<file path="config.mk">
export PLATFORM = sky130hd
export DESIGN_NAME = pc_fetch_register
export DESIGN_NICKNAME = d
export VERILOG_FILES = /design/src/rtl/pc_fetch_register_pkg.sv /design/src/rtl/pc_fetch_register_next_calc.sv /design/src/rtl/pc_fetch_register.sv
export SDC_FILE = /design/constraint.sdc
export NUM_CORES = 1
export LEC_CHECK = 0
export ABC_CLOCK_PERIOD_IN_PS = 2700
export CAP_MARGIN = 20
export CELL_PAD_IN_SITES_DETAIL_PLACEMENT = 0
export CELL_PAD_IN_SITES_GLOBAL_PLACEMENT = 1
export CORE_MARGIN = 3
export CORE_UTILIZATION = 30
export CTS_BUF_LIST = sky130_fd_sc_hd__clkbuf_8
export CTS_CLUSTER_DIAMETER = 150
export DETAILED_ROUTE_END_ITERATION = 6
export PLACE_DENSITY = 0.8
export SLEW_MARGIN = 20
export SYNTH_ARGS = -nofsm -noshare
export SYNTH_HDL_FRONTEND = slang
export SYNTH_HIERARCHICAL = 1
export SYNTH_SLANG_ARGS = --single-unit
</file>
<file path="constraint.sdc">
create_clock -name CLK -period 2.7 [get_ports CLK]
set_clock_uncertainty 0.05 [all_clocks]
set_input_delay 0.27 -clock CLK [delete_from_list [all_inputs] [get_ports CLK]]
set_output_delay 0.27 -clock CLK [all_outputs]
set_load 0.01 [all_outputs]
</file>
<file path="src/rtl/pc_fetch_register_pkg.sv">
// Shared definitions for the PC fetch register: FSM state encoding and default parameters.
package pc_fetch_register_pkg;

    typedef enum logic [1:0] {
        BOOT  = 2'd0,
        ISSUE = 2'd1,
        HOLD  = 2'd2,
        FLUSH = 2'd3
    } pc_state_e;

    localparam logic [31:0] DEFAULT_RESET_PC = 32'h0000_0000;
    localparam int unsigned DEFAULT_STEP     = 4;

endpackage

</file>
<file path="src/rtl/pc_fetch_register_next_calc.sv">
// Combinational next-PC selection: aligned redirect, sequential advance on transfer, or hold.
module pc_next_calc
    import pc_fetch_register_pkg::*;
#(
    parameter int unsigned WIDTH = 32,
    parameter int unsigned STEP  = DEFAULT_STEP
) (
    input  logic [WIDTH-1:0] pc,
    input  logic             redirect_valid,
    input  logic [WIDTH-1:0] redirect_target,
    input  logic             transfer,
    output logic [WIDTH-1:0] next_pc,
    output logic             misaligned
);

    // STEP is a power of two, so alignment is a test of the low address bits
    localparam logic [WIDTH-1:0] ALIGN_MASK = WIDTH'(STEP - 1);

    logic target_unaligned;

    assign target_unaligned = |(redirect_target & ALIGN_MASK);
    assign misaligned       = redirect_valid & target_unaligned;

    always_comb begin
        next_pc = pc;
        if (redirect_valid && !target_unaligned) begin
            next_pc = redirect_target;
        end else if (transfer) begin
            next_pc = pc + WIDTH'(STEP);
        end
    end

endmodule

</file>
<file path="src/rtl/pc_fetch_register.sv">
// Program-counter register issuing fetch addresses over a valid/ready channel,
// with redirect, stall, misaligned-redirect reporting and a saturating fetch counter.
module pc_fetch_register
    import pc_fetch_register_pkg::*;
#(
    parameter int unsigned      WIDTH    = 32,
    parameter logic [WIDTH-1:0] RESET_PC = WIDTH'(DEFAULT_RESET_PC),
    parameter int unsigned      STEP     = DEFAULT_STEP,
    parameter int unsigned      CNT_W    = 16
) (
    input  logic             CLK,
    input  logic             RST_n,
    input  logic             stall,
    input  logic             redirect_valid,
    input  logic [WIDTH-1:0] redirect_target,
    output logic             req_valid,
    input  logic             req_ready,
    output logic [WIDTH-1:0] pc,
    output logic [WIDTH-1:0] pc_plus_step,
    output logic             misalign_err,
    output logic [CNT_W-1:0] fetch_count
);

    pc_state_e        state_q, state_d;
    logic [WIDTH-1:0] pc_q, pc_d;
    logic             misalign_q, misalign_d;
    logic [CNT_W-1:0] count_q, count_d;

    logic transfer;
    logic misaligned;
    logic redirect_ok;

    assign transfer    = (state_q == ISSUE) & req_ready;
    assign redirect_ok = redirect_valid & ~misaligned;

    pc_next_calc #(
        .WIDTH (WIDTH),
        .STEP  (STEP)
    ) u_next_calc (
        .pc              (pc_q),
        .redirect_valid  (redirect_valid),
        .redirect_target (redirect_target),
        .transfer        (transfer),
        .next_pc         (pc_d),
        .misaligned      (misaligned)
    );

    always_comb begin
        state_d    = state_q;
        count_d    = count_q;
        misalign_d = misaligned;

        // A transfer always counts, even when a redirect lands in the same cycle
        if (transfer && (count_q != '1)) begin
            count_d = count_q + CNT_W'(1);
        end

        if (redirect_ok) begin
            state_d = FLUSH;
        end else begin
            case (state_q)
                ISSUE: begin
                    if (transfer && stall) begin
                        state_d = HOLD;
                    end
                end
                default: begin
                    state_d = stall ? HOLD : ISSUE;
                end
            endcase
        end
    end

    always_ff @(posedge CLK) begin
        if (!RST_n) begin
            state_q    <= BOOT;
            pc_q       <= RESET_PC;
            misalign_q <= 1'b0;
            count_q    <= '0;
        end else begin
            state_q    <= state_d;
            pc_q       <= pc_d;
            misalign_q <= misalign_d;
            count_q    <= count_d;
        end
    end

    assign req_valid    = (state_q == ISSUE);
    assign pc           = pc_q;
    assign pc_plus_step = pc_q + WIDTH'(STEP);
    assign misalign_err = misalign_q;
    assign fetch_count  = count_q;

endmodule

</file>
Word level (Yosys, flattened, before mapping):

Cells that the tools add are included.

* flip-flop bits (word level): 51
* input bits: 37
* output and inout bits: 82
* word-level logic and storage cells: 25

* $add $sub $neg: 2
* equality and inequality tests: 3
* multiplexer cells: 6
* bitwise gates (word level): 4
* reduce and logical (&&, ||, !) cells: 6

Operator list (count)
* $mux 32: 2
* $add 32x3->32 const B: 1
* $add 16x1->16 const B: 1
* $ne 16x16->1 const B: 1
* $mux 2: 4
* $and 1x1->1: 3
* $logic_and 1x1->1: 3
* $ne 3x1->1 const B: 1
* $eq 2x1->1 const B: 1
* $reduce_bool 2->1: 1
* $reduce_or 2->1: 1
* $logic_not 1->1: 1
* $not 1->1: 1

Depth between registers and ports, before layout:

Gate-level depths: netlist of run 1.

* depth in word-level cells: 6
* depth in mapped cells: 7
* mapped depth without buffers: 6

Hierarchy:

Netlist of run 1, hierarchy kept.

Modules (own cells, without submodules)
* pc_fetch_register: instances 1, cells each 263, area an instance 2352.3 um^2, seq. area each 1021.0 um^2
* pc_next_calc: instances 1, cells each 164, area an instance 960.9 um^2, seq. area each 0.0 um^2

Worst setup path before layout of run 1:

No wires, ideal clock.

* path type: reg-to-reg
* start point: register pc_q[18], in the netlist pc[18]
* end point: register pc_q[25], in the netlist pc[25]
* setup time: 59 ps
* arrival time: 2204 ps
* data required time: 2591 ps
* path slack: 387 ps
* stages on the path, launching flop included: 8
* buffers on the path: 2
* period minus slack after synthesis: 2313 ps
* path through: dfxtp_1 -> nand4_2 -> or4_1 -> buf_2 -> buf_6 -> or4_1 -> a31oi_1 -> and2_1

* word-level cells in the longest chain between the ends: 3

RTL lines
* start: declaration: line pc_fetch_register.sv:25 `logic [WIDTH-1:0] pc_q, pc_d;`
* start signal: assignment: line pc_fetch_register.sv:82 `pc_q <= pc_d;`
* $add 32x3->32: line pc_fetch_register_next_calc.sv:29 `next_pc = pc + WIDTH'(STEP);`
* $mux 32: line pc_fetch_register_next_calc.sv:28 `end else if (transfer) begin`
* $mux 32: line pc_fetch_register_next_calc.sv:26 `if (redirect_valid && !target_unaligned) begin`
* via pc_d[25]: line pc_fetch_register.sv:25

The timed path passes the listed nets, and every way through them passes these cells. The select of a mux whose other input is x is not followed.
A chain may end at the register's enable or synchronous reset.

Worst setup path after layout of run 1:

* start point: register pc_q[11], in the netlist pc[11]
* end point: output pc_plus_step[23]

* word-level cells in the longest chain between the ends: 1

RTL lines
* $add 32x3->32: line pc_fetch_register.sv:90 `assign pc_plus_step = pc_q + WIDTH'(STEP);`
* end: declaration: line pc_fetch_register.sv:19 `output logic [WIDTH-1:0] pc_plus_step,`

Every way passes these cells.

==> results of run 1 <==
registers in the layout, summed over array words and instances, names as in the netlist:
signal / flops
pc: 32
fetch_count: 16
state_q: 2
misalign_err: 1
cell type report:
cell class / instances / share of cell area, %
Clock buffer: 5 / 1.38
Inverter: 7 / 0.527
Tap cell: 136 / 3.41
Sequential cell: 51 / 20.7
Clock inverter: 3 / 1.35
Multi-Input combinational cell: 350 / 44.2
Timing Repair Buffer: 149 / 28.4
final timing paths:
path             startpoint          endpoint  slack, ns
max                  pc[11]  pc_plus_step[23]       0.11
min reg2reg  fetch_count[5]    fetch_count[5]       0.48
max reg2reg          pc[15]            pc[30]       0.34
min          fetch_count[5]    fetch_count[5]       0.48
power by group:
| part | switching (mW) | internal (mW) |
|---|---|---|
| clock network | 0.272 | 0.370 |
| registers | 0.0337 | 0.777 |
| logic | 0.134 | 0.186 |
repair_timing:
item	CTS	global route
setup endpoints to repair	10	16
setup buffers	0	1
hold buffers	0	0
pin swaps	0	2
gates resized for setup	4	11
cells in the final DEF (no fill, tap or decap), types with 6 or more instances in the layout:
cell type	count
clkdlybuf4s50_1	117
nand2_1	47
dfxtp_1	43
and2_1	39
buf_4	31
xnor2_1	29
nand4_1	27
nand3_1	24
nor2_1	24
o21ai_0	24
a31oi_1	16
or4_1	15
o31ai_1	14
xor2_1	13
a21oi_1	11
and4_1	8
and3_1	8
inv_1	7
dfxtp_2	7
nor4_1	6
cell families after synthesis:
logic type	count (synthesis)	share of synthesized area (%)
compound gates	72	13.5
xor+xnor	42	11.1
fa+ha+maj	3	1.13
buf+inv	26	3.47
flops	51	30.8
mux	4	1.21
simple gates	229	38.8
metal layers:
layer	routed length, um	up-vias	share of wire [%]
met5	0	-	0
met4	44	0	0.40
met3	591	4	5.4
met2	5090	118	46
met1	5250	1737	48
li1	-	1838	-
tightest hold or removal path: cells and delay by family (launching register included):
| family | cells | cell delay (ns) |
|---|---|---|
| AO/OA/AOI/OAI | 2 | 0.13 |
| flip-flops | 1 | 0.36 |
through the flow:
step	cells	setup TNS (ns)	setup slack [ns]	total power, mW
2_1_floorplan	427	0	0.387	0.946
3_3_place_gp	692	0	0.268	1.14
3_5_place_dp	692	0	0.254	1.15
4_1_cts	700	0	0.0255	1.79
5_1_grt	701	-0.206	-0.0550	1.86
6_report	701	0	0.110	1.77
==> impl_metrics.csv, run 1 <==
group,metric,value,unit
logic_synthesis,synthArstFlopShare,0,%
grt,grt_pass1_vias,3463,
critical_path,critPathArrivalTime,2.27,ns
critical_path,cpPeakStageDelay,0.56,ns
critical_path,critPathBufInv,2,
layout,fillCellCount,1050,
drt,drtIter0Drc,140,
timing,hold_ws,0.480,ns
layout,drive_gt1_share,11.2,%
timing,post-route-min-period,2.59,ns
grt,grt_max_degree,33,
clock_network,cts_inserted_buffers,5,
pwr,leakage,1.70,nW
critical_path,crit_path_end_kind,"primary output",
layout,area.sequential,1030,um2
timing,relSlewSlack,49.3,%
drt,drc_errors,0,
floorplanning,chipWidth,111,um
drt,drt_first_pass_iters,4,
timing,setup_viol,0,
critical_path,required,2.38,ns
grt,grtUsageMet1,24.1,%
floorplanning,dieArea,12300,um2
grt,antenna_found_initial,0,
min_path,hold_path_class,"reg -> reg",
critical_path,crit_slowest_cell,"clkdlybuf4s50_1",
clock_network,clk_latency,0.30,ns
logic_synthesis,yosys.area.top_type_share,30.8,%
logic_synthesis,ys_types,40,
logic_synthesis,synth_area_leaders,"dfxtp_1 (31%), xnor2_1 (7.7%), and2_1 (7.4%)",
placed_design,io_buffers,118,
clock_network,ctsLongestPathBuffers,2,
logic_synthesis,netlist_area,3310,um2
placed_design,gp_congestion,0.821,
floorplanning,rows,37,
logic_synthesis,synth_cells,427,
floorplanning,die_h,111,um
timing,fmax,386,MHz
timing,final.period_utilization,95.9,%
placed_design,place_area,4800,um2
drt,routed_via_density,5.27,
logic_synthesis,synth_fp_nets,467,
clock_network,cts_tree,"done",
critical_path,crit_type,"reg -> out",
grt,grt.total_usage,17.3,%
pwr,power_density,355,nW/um2
critical_path,reg2reg_depth,5,
drt,routedWlPerCell,15.7,um
logic_synthesis,avgSynthCellArea,7.76,um2
layout,diodes,0,
layout,final_util,47.5,%
grt,use_met3,3.28,%
drt,wirelength,11000,um
critical_path,start_kind,"register",
clock_network,h-tree-depth,2,
floorplanning,coreArea,10500,um2
grt,grt-ovfl-total,0,
logic_synthesis,synth.most_common_cell,"dfxtp_1",
outcome,status,"finished, final reports clean",
run,cap_violations,0,
logic_synthesis,synth_common_cells,"dfxtp_1 (51), nand2_1 (47), and2_1 (39), xnor2_1 (29), nand4_1 (27)",
clock_network,clkTransAtPathRegs,0.10,ns
pwr,vdd_drop_max,0.228,mV
grt,grt_pass1_wl,17800,um
layout,stdcell_area,4990,um2
floorplanning,pin_count,119,
critical_path,cp_max_fo,9,
layout,multi_input_area,2210,um2
min_path,hold_depth,2,
grt,grt-busiest-layer,"met2",
clock_network,cts_sinks,51,
logic_synthesis,synth_ff_type,"dfxtp_1",
timing,worstMarginPinSlew,0.754,ns
placed_design,detailed_place_hpwl,8250,um
logic_synthesis,synth_edf_count,0,
critical_path,path_delay_family,"buffers and inverters",
logic_synthesis,ys_warn_count,6,
drt,ant_nets,0,
layout,fin_nets,604,
layout,area_growth,50.6,%
critical_path,cp.depth,6,
grt,gr-usage-met2,28.2,%
drt,vias,3697,
timing,maxSlewViolCount,0,
floorplanning,start_util,31.5,%
logic_synthesis,netlist.top_cell.by_area,"dfxtp_1",
critical_path,worstPathCellList,"nand4_1 -> nor4_2 -> buf_4 -> nand4_1 -> xnor2_1 -> clkdlybuf4s50_1",
clock_network,clockRootBuffer,"clkbuf_8",
logic_synthesis,ys_ff_latch,51,
logic_synthesis,seq_area_frac_synth,30.8,%
critical_path,critPathMostFrequentCell,"nand4_1",
timing,finalHoldViolations,0,
(Power assumes the default switching activity.)
==> run 2: changes to the inputs <==
- GPL_TIMING_DRIVEN: default -> 0
==> run 2 against run 1 <==
  * Die area unchanged
  * Core utilization decreased by 0.13 points
  * Non-clock buffer count decreased by 3
  * Register-to-register slack got worse by 0.15 ns
  * First-iteration DRC count decreased by 4.3%
  * Design area decreased by 0.28%
  * Cell count decreased by 0.43%
  * Clock power decreased by 11%
  * Flip-flop and latch count unchanged
  * Sequential power increased by 2%
  * Combinational power decreased by 13%
  * Fmax increased by 0.48%
==> impl_metrics.csv, run 2 (same netlist as run 1, synthesis figures left out) <==
group,metric,value,unit
outcome,status,"finished, final reports clean",
layout,layout_commonest_cell,"clkdlybuf4s50_1",
placed_design,pre_cts_slack,-0.512,ns
timing,rsz0062_at_grt,"no",
critical_path,crit_slowest_cell,"clkdlybuf4s50_1",
critical_path,r2r_slack,0.19,ns
timing,fmax,388,MHz
run,cap_violations,0,
drt,vias,3683,
placed_design,detailed_place_hpwl,8230,um
placed_design,place_area,4680,um2
floorplanning,start_util,31.5,%
pwr,leakage,1.76,nW
critical_path,crit_path_end_kind,"primary output",
drt,routed_via_density,5.28,
grt,grt_pass1_wl,17700,um
timing,post-route-min-period,2.58,ns
floorplanning,dieArea,12300,um2
floorplanning,coreArea,10500,um2
layout,diodes,0,
critical_path,cp_max_fo,11,
drt,ant_nets,0,
grt,grt_max_degree,16,
layout,final_util,47.4,%
grt,grt.total_usage,17.2,%
drt,drt_first_pass_iters,4,
layout,largest_reg_flops,32,
layout,drive_gt1_share,10.9,%
drt,wirelength,10900,um
clock_network,cts_tree,"done",
critical_path,cpPeakStageDelay,0.56,ns
layout,multi_input_area,2250,um2
grt,grt-ovfl-total,0,
floorplanning,pin_count,119,
timing,maxSlewViolCount,0,
timing,worstMarginPinSlew,0.801,ns
drt,drc_errors,0,
critical_path,start_kind,"register",
layout,stdcell_area,4980,um2
floorplanning,chipWidth,111,um
critical_path,required,2.38,ns
clock_network,clockRootBuffer,"clkbuf_8",
timing,worst_slack,0.122,ns
grt,antenna_found_initial,0,
critical_path,worstPathCellList,"nand4_1 -> buf_4 -> nor4_4 -> buf_4 -> nand4_1 -> xnor2_1 -> clkdlybuf4s50_1",
critical_path,crit_type,"reg -> out",
timing,setup_viol,0,
floorplanning,rows,37,
layout,area_growth,50.2,%
pwr,vdd_drop_max,0.274,mV
layout,area.sequential,1060,um2
layout,mostFrequentLayoutCells,"clkdlybuf4s50_1 (110), nand2_1 (47), and2_1 (39), dfxtp_1 (34), xnor2_1 (29)",
min_path,hold_path_class,"reg -> reg",
clock_network,clk_latency,0.31,ns
timing,final.period_utilization,95.5,%
placed_design,gp_congestion,0.781,
clock_network,cts_inserted_buffers,5,
clock_network,clkTransAtPathRegs,0.10,ns
layout,fillCellCount,1079,
pwr,power_density,338,nW/um2
drt,drtIter0Drc,134,
clock_network,cts_sinks,51,
timing,hold_ws,0.490,ns
clock_network,h-tree-depth,2,
timing,finalHoldViolations,0,
drt,routedWlPerCell,15.6,um
floorplanning,die_h,111,um
timing,relSlewSlack,46.1,%
placed_design,io_buffers,118,
layout,fin_nets,601,
clock_network,ctsLongestPathBuffers,2,
grt,grt_pass1_vias,3467,
critical_path,critPathArrivalTime,2.26,ns
run 2: final timing paths:
kind	startpoint	to	cells after the start
min reg2reg	fetch_count[4]	fetch_count[4]	2
max	pc[12]	pc_plus_step[27]	7
max reg2reg	pc[20]	pc[25]	7
min	fetch_count[4]	fetch_count[4]	2
run 2: metrics by stage:
stage	TNS [ns]	power, mW	instances
after detailed placement	-6.78	1.13	681
after global routing	0	1.75	698
after global placement	-8.44	1.12	681
after floorplan	0	0.946	427
after CTS	0	1.70	696
final	0	1.68	698
run 2: area by class of cell:
cell class / count / area share (%)
Buffer: 18 / 1.71
Clock buffer: 6 / 1.66
Clock inverter: 2 / 0.704
Inverter: 7 / 0.528
Multi-Input combinational cell: 350 / 45.2
Sequential cell: 51 / 21.3
Tap cell: 136 / 3.42
Timing Repair Buffer: 128 / 25.5
run 2: critical path: cells and delay by family (launching register included):
| family | cells | cell delay (ns) |
|---|---|---|
| XOR/XNOR | 1 | 0.15 |
| AND/OR/NAND/NOR | 3 | 0.44 |
| flip-flops | 1 | 0.43 |
| buffers and inverters | 3 | 0.91 |
run 2: metal layers:
layer	global-route usage [%]	part of all wire, %
met1	23.2	47
met2	28.6	46
met3	3.11	6.2
met4	4.22	1.0
met5	0	0
run 2: power breakdown:
| group | switching (mW) | internal (mW) |
|---|---|---|
| Clock | 0.271 | 0.300 |
| Combinational | 0.110 | 0.170 |
| Sequential | 0.0548 | 0.774 |
| Total | 0.436 | 1.24 |
run 2: what timing repair did:
action / in CTS / in global routing
pin swaps: 5 / 0
endpoints found under the setup margin: 22 / 23
resized for setup: 25 / 19
hold buffers: 0 / 0
setup buffers: 7 / 3
hold endpoints to repair: 0 / 0
